File: src/rtl/tsp_pkg.sv
// Shared types and constants for the TSP solver run controller.
package tsp_pkg;

  typedef enum logic [2:0] {
    ST_IDLE   = 3'd0,
    ST_LOAD   = 3'd1,
    ST_SETTLE = 3'd2,
    ST_RUN    = 3'd3,
    ST_DONE   = 3'd4
  } tsp_ctrl_state_t;

  localparam int N_CITY  = 64;
  localparam int ADDR_W  = $clog2(N_CITY);
  localparam int COORD_W = 8;
  localparam int PERF_W  = 32;

  localparam logic [15:0] LFSR_TAPS         = 16'hB400;
  localparam logic [15:0] LFSR_DEFAULT_SEED = 16'hACE1;

  // x^16+x^14+x^13+x^11+1, shifted left with feedback into bit 0
  function automatic logic [15:0] lfsr_next(input logic [15:0] v);
    return {v[14:0], ^(v & LFSR_TAPS)};
  endfunction

  // An all-zero seed would lock the LFSR, so it is replaced.
  function automatic logic [15:0] lfsr_seed_fix(input logic [15:0] s);
    return (s == 16'h0000) ? LFSR_DEFAULT_SEED : s;
  endfunction

endpackage

File: src/rtl/tsp_lfsr16.sv
// 16-bit Fibonacci LFSR used to generate city coordinates; zero seeds are substituted.
module tsp_lfsr16
  import tsp_pkg::*;
(
  input  logic        clk,
  input  logic        load,
  input  logic [15:0] seed,
  input  logic        step,
  output logic [15:0] q
);

  always_ff @(posedge clk) begin
    if (load) begin
      q <= lfsr_seed_fix(seed);
    end else if (step) begin
      q <= lfsr_next(q);
    end
  end

endmodule

File: src/rtl/tsp_run_ctrl.sv
// Run controller: loads LFSR city coordinates, releases the solver, tracks best tour length.
// Optional run-cycle budget enabled by defining TSP_CTRL_TIMEOUT_EN.
//
// state  | meaning
// IDLE   | solver held in reset, waiting for start
// LOAD   | writing one city coordinate per cycle
// SETTLE | one cycle, clears best/run/stall tracking
// RUN    | solver released, sampling performance after warmup
// DONE   | run ended, best held, solver keeps its final path
module tsp_run_ctrl
  import tsp_pkg::*;
#(
  parameter int WARMUP      = 4,
  parameter int STALL_LIMIT = 1 << 20,
  parameter int MAX_CYCLES  = 1 << 26
) (
  input  logic               clk,
  input  logic               rst,
  input  logic               start,
  input  logic               abort,
  input  logic [15:0]        seed,
  output logic               solver_rst,
  output logic               city_we,
  output logic [ADDR_W-1:0]  city_addr,
  output logic [COORD_W-1:0] city_x,
  output logic [COORD_W-1:0] city_y,
  input  logic [PERF_W-1:0]  performance,
  output logic [PERF_W-1:0]  best_perf,
  output logic               best_upd,
  output logic [31:0]        run_cycles,
  output logic [2:0]         state,
  output logic               done
);

  localparam logic [2:0] S_IDLE   = ST_IDLE;
  localparam logic [2:0] S_LOAD   = ST_LOAD;
  localparam logic [2:0] S_SETTLE = ST_SETTLE;
  localparam logic [2:0] S_RUN    = ST_RUN;
  localparam logic [2:0] S_DONE   = ST_DONE;

  localparam int WARM_W  = (WARMUP > 0) ? $clog2(WARMUP + 1) : 1;
  localparam int STALL_W = $clog2(STALL_LIMIT + 1);

  logic [2:0]         st_nx;
  logic [WARM_W-1:0]  warm_left;
  logic [STALL_W-1:0] stall_left;
  logic [15:0]        lfsr_q;
  logic               lfsr_load;
  logic               lfsr_step;
  logic               last_city;
  logic               sample;
  logic               improve;
  logic               stall_hit;
  logic               timeout_hit;

  tsp_lfsr16 u_lfsr (
    .clk  (clk),
    .load (lfsr_load),
    .seed (seed),
    .step (lfsr_step),
    .q    (lfsr_q)
  );

  assign lfsr_load = (state == S_IDLE || state == S_DONE) && start && !abort;
  assign lfsr_step = (state == S_LOAD);
  assign last_city = (city_addr == ADDR_W'(N_CITY - 1));
  assign sample    = (state == S_RUN) && (warm_left == '0);
  assign improve   = sample && (performance < best_perf);
  // Stall tracking is a down-counter: reloaded on improvement, terminal count at 1.
  assign stall_hit = sample && !improve && (stall_left == STALL_W'(1));

`ifdef TSP_CTRL_TIMEOUT_EN
  assign timeout_hit = (state == S_RUN) && (run_cycles == 32'(MAX_CYCLES - 1));
`else
  assign timeout_hit = 1'b0;
`endif

  always_comb begin
    st_nx = state;
    case (state)
      S_IDLE, S_DONE: if (start) st_nx = S_LOAD;
      S_LOAD:         if (last_city) st_nx = S_SETTLE;
      S_SETTLE:       st_nx = S_RUN;
      S_RUN:          if (stall_hit || timeout_hit) st_nx = S_DONE;
      default:        st_nx = S_IDLE;
    endcase
    if (abort) st_nx = S_IDLE;
  end

  always_ff @(posedge clk) begin
    if (rst) begin
      state      <= S_IDLE;
      solver_rst <= 1'b1;
      city_we    <= 1'b0;
      city_addr  <= '0;
      city_x     <= '0;
      city_y     <= '0;
      best_perf  <= '1;
      best_upd   <= 1'b0;
      run_cycles <= '0;
      done       <= 1'b0;
      warm_left  <= '0;
      stall_left <= '0;
    end else begin
      state      <= st_nx;
      solver_rst <= !(st_nx == S_RUN || st_nx == S_DONE);
      done       <= (st_nx == S_DONE);
      city_we    <= (st_nx == S_LOAD);
      best_upd   <= 1'b0;

      // Coordinate registers track the LFSR so the first city is visible with the LOAD state.
      if (lfsr_load) begin
        city_addr        <= '0;
        {city_x, city_y} <= lfsr_seed_fix(seed);
      end else if (state == S_LOAD && st_nx == S_LOAD) begin
        city_addr        <= city_addr + 1'b1;
        {city_x, city_y} <= lfsr_next(lfsr_q);
      end

      if (state == S_SETTLE && !abort) begin
        best_perf  <= '1;
        run_cycles <= '0;
        warm_left  <= WARM_W'(WARMUP);
        stall_left <= STALL_W'(STALL_LIMIT);
      end

      if (state == S_RUN && !abort) begin
        if (run_cycles != '1) run_cycles <= run_cycles + 32'd1;
        if (warm_left != '0) warm_left <= warm_left - 1'b1;
        if (improve) begin
          best_perf  <= performance;
          best_upd   <= 1'b1;
          stall_left <= STALL_W'(STALL_LIMIT);
        end else if (sample) begin
          stall_left <= stall_left - 1'b1;
        end
      end
    end
  end

endmodule

File: config.mk
export PLATFORM = sky130hd
export DESIGN_NAME = tsp_run_ctrl
export DESIGN_NICKNAME = d
export VERILOG_FILES = /design/src/rtl/tsp_pkg.sv /design/src/rtl/tsp_lfsr16.sv /design/src/rtl/tsp_run_ctrl.sv
export SDC_FILE = /design/constraint.sdc
export NUM_CORES = 1
export LEC_CHECK = 0
export CAP_MARGIN = 25
export CORE_ASPECT_RATIO = 1.5
export CORE_MARGIN = 2
export CORE_UTILIZATION = 50
export DETAILED_ROUTE_END_ITERATION = 12
export PLACE_DENSITY = 0.9
export REMOVE_ABC_BUFFERS = 1
export SLEW_MARGIN = 40
export SYNTH_ARGS = -nofsm -noshare
export SYNTH_HDL_FRONTEND = slang
export SYNTH_HIERARCHICAL = 1
export SYNTH_SLANG_ARGS = --single-unit
File: constraint.sdc
create_clock -name clk -period 3.3 [get_ports clk]
set_input_delay 0.33 -clock clk [delete_from_list [all_inputs] [get_ports clk]]
set_output_delay 0.33 -clock clk [all_outputs]
set_load 0.01 [all_outputs]
==> impl_summary.txt <==
----------------------------------------------------
[Run status]
  Result of the run ... finished, final reports clean

[Worst setup path]
  Capturing element type of the critical path ... flop
  Library cell contributing the largest single delay on the critical path ... o31ai_1
  Data arrival at the endpoint of the critical path ... 3.29 ns
  Max stage delay on crit path ... 0.53 ns
  Crit path max fanout ... 6
  Worst path required time ... 3.63 ns
  Startpoint type of the worst setup path ... flop
  Critical setup path kind ... flop to flop
  Setup slack of the worst register-to-register path ... 0.34 ns
  Sequence of cells on the critical path ... ha_1 > nand3_1 > or2_2 > nor4_4 > nand3_2 > o31ai_1 > buf_4 > a21oi_1 > a211oi_1

[Yosys]
  Post-synth top area cell ... dfxtp_1
  Instance count of the mapped netlist ... 764
  Dominant combinational cell family by area after synthesis ... compound AO/OA/AOI/OAI gates
  Fraction of post-synthesis cell area in the top cell type by area ... 34.42%
  Area share of fa/ha/maj cells after synthesis ... 6.803%
  Leading cell types by total area after synthesis ... dfxtp_1 (34%), edfxtp_1 (7.1%), ha_1 (6.8%)
  Post-Synth XOR/XNOR Area ... 1.931%
  Share of the yosys chip area belonging to registers ... 41.48%
  Number of synthesized flops with an enable pin ... 16
  Synth Flop Type ... dfxtp_1
  Share of synthesized cell area in and, or, nand and nor gates ... 21.14%
  Synthesized-area fraction occupied by ao, oa, aoi and oai cells ... 21.27%
  Area of the mapped netlist ... 0.006805 mm^2
  Number of distinct library cell variants in the gate-level netlist after synthesis ... 66
  Synthesis-stage register bit count ... 133
  Synthesized area per cell ... 8.907 um^2
  Syn. warnings ... 6
  Fraction of registers with async set/reset ... 0%
  Proportion of synthesized area in mux cells ... 2.500%

[Global routing]
  First-pass GRT wire length ... 30.12 mm
  Number of global-route vias before repair ... 6409
  Number of antenna violations at the first check in global routing ... 0
  Total routing usage reported by global routing ... 25.14%
  Largest net degree at the start of global routing ... 33
  Overflow left after global routing ... 0

[Floorplan]
  I/O Pins ... 145
  Site row count ... 52
  Initial Utilization ... 50.77%
  Core Footprint ... 0.01340 mm^2
  Die Span Y ... 146.9 um
  Total die area ... 0.01458 mm^2
  Die Span X ... 99.26 um

[Routing]
  Via count of the routed design ... 6686
  Top sig layer ... met4
  Number of nets still failing antenna checks after routing ... 0
  Met2 wire len ... 9.729 mm
  Met3 routed wirelength ... 991 um
  Number of DRC violations after detailed-routing iteration 0 ... 439
  Number of detailed-route iterations in the first pass ... 7
  Remaining DRCs ... 0
  Average vias per placed instance ... 6.067
  Routed length on met1 ... 7.064 mm
  Post-DR wirelength/cell ... 16.81 um
  Total wire length ... 18.53 mm

[Flow run]
  Max Cap Violations ... 0

[Clock network]
  CTS tree ... done
  Post-CTS setup buffer count ... 0
  Clock input transition at the sequential cells of the worst setup and hold paths ... 0.06 ns
  Count of hold buffers inserted by post-cts repair ... 0
  Clock latency of the later-clocked register in the worst-skew pair ... 0.42 ns
  Clock buffer count from CTS ... 17
  Cells resized by post-CTS repair ... 0
  Clock Sinks ... 133
  CTS HTree Levels ... 4
  Clk root buf ... clkbuf_16
  Clock Tree Buf Depth ... 2

[Power]
  Power share of the combinational group ... 8.0%
  Flop pwr share ... 43.9%
  Worst VDD drop ... 372.2 uV
  Internal cell power ... 2943 uW
  Fraction of power spent switching nets ... 23.96%
  Power spent charging and discharging nets ... 927.4 uW
  Leakage power ... 0.003743 uW
  Clock share of power ... 48.1%
  Power density of the placed cells ... 423.3 mW/mm^2

[STA]
  Relative max-transition margin ... 51.35%
  RSZ-0062 raised after global routing ... false
  Post-layout min period ... 2.961 ns
  Least-Margin Pin Slew ... 0.7271 ns
  Crit share post-route ... 89.72%
  Final Slew Violations ... 0
  Number of failing setup endpoints in the final timing report ... 0
  Number of hold-slack violations in the final timing report ... 0
  Sum Neg Setup Slack ... 0 ns
  Max Fclk ... 337.8 MHz
  Clock skew after layout ... 0.01297 ns

[Final layout]
  Layout Area Growth over Synthesis ... 34.34%
  ANT cells ... 0
  Commonest non-fill, non-tap cells in the layout ... clkdlybuf4s50_1 (143), dfxtp_1 (117), nand2_1 (68)
  Area of all placed cells without fillers ... 0.009143 mm^2
  Most common cell after layout, fill and taps aside ... clkdlybuf4s50_1
  Share of post-route cells with drive strength above 1 ... 9.894%
  Fillcell total ... 976
  Core utilization of the finished layout ... 68.21%
  Post-route non-filler standard cell count ... 1102
  Final net count ... 1016

[Place]
  DP HPWL ... 13.13 mm
  Placement Cell Area ... 0.008557 mm^2
  Count of input and output buffers ... 144
  Routability cong. ... 0.9036
  Cell count after placement ... 1070

[Worst hold path]
  Type of the tightest min-delay check ... input pin to flop

----------------------------------------------------
## area by class of cell
class | instances | area (um^2) | area share, %
Tap cell | 162 | 202.7 | 2.217
Clock buffer | 20 | 466.7 | 5.105
Inverter | 42 | 157.7 | 1.724
Timing Repair Buffer | 175 | 1707 | 18.67
Clock inverter | 12 | 118.9 | 1.300
Sequential cell | 133 | 2823 | 30.87
Multi-Input combinational cell | 558 | 3667 | 40.11
## layer usage
| metal | global-route usage, % | vias up |
|---|---|---|
| met4 | 13.15 | 0 |
| met3 | 4.853 | 55 |
| met1 | 27.38 | 3190 |
| li1 | - | 3158 |
| met2 | 45.37 | 283 |
| met5 | 0 | - |
## synthesized netlist by cell type, types with 10 or more instances
cell type / instances
a211oi_1: 11
a21oi_1: 47
a31oi_1: 13
and2_1: 10
and3_1: 11
clkbuf_1: 18
dfxtp_1: 117
edfxtp_1: 16
ha_1: 37
inv_1: 42
nand2_1: 68
nand3_1: 28
nand4_1: 17
nor2_1: 68
nor3_1: 18
o21ai_0: 33
o22a_1: 40
o31ai_1: 12
xor2_1: 10
## power by group through the flow
stage | Clock (uW) | Sequential, uW | Combinational [uW]
CTS | 1880 | 1700 | 306
global placement | 0 | 1730 | 294
finish | 1860 | 1700 | 309
global route | 1950 | 1700 | 329
detailed placement | 0 | 1730 | 299
floorplan | 0 | 1740 | 124
## state kept, by name, summed over array words and instances (netlist names)
signal / count
best_perf: 32
warm_left: 3
best_upd: 1
state: 3
run_cycles: 32
city_addr: 6
city_y: 8
solver_rst: 1
city_we: 1
done: 1
u_lfsr/q: 16
stall_left: 21
city_x: 8
## logic make-up after synthesis
kind of cell	after synthesis
flops	133
fa+ha+maj	37
compound gates	207
xor+xnor	15
simple gates	283
buf+inv	73
mux	16
## critical path, delay by kind of cell (launching register included)
family	cells	cell delay [ns]
fa+ha+maj	1	0.23
simple gates	4	1.20
flops	1	0.42
compound gates	3	0.80
buf+inv	1	0.22
## path summary, 6_finish.rpt
check | from | endpoint | cells after the start
worst max-delay path | run_cycles[0] | run_cycles[14] | 9
worst min-delay path | rst | city_we | 2
worst max register to register | run_cycles[0] | run_cycles[14] | 9
worst min register to register | city_y[7] | city_y[7] | 2
## metrics by stage
stage | hold WS, ns | setup WS (ns) | power [uW]
floorplan | 0.3991 | -0.07636 | 1860
global placement | 0.4398 | -0.01508 | 2024
detailed placement | 0.4438 | -0.04843 | 2032
CTS | 0.3165 | 0.3251 | 3879
global route | 0.3345 | 0.1245 | 3978
finish | 0.3285 | 0.3394 | 3870
(Power assumes the default switching activity.)
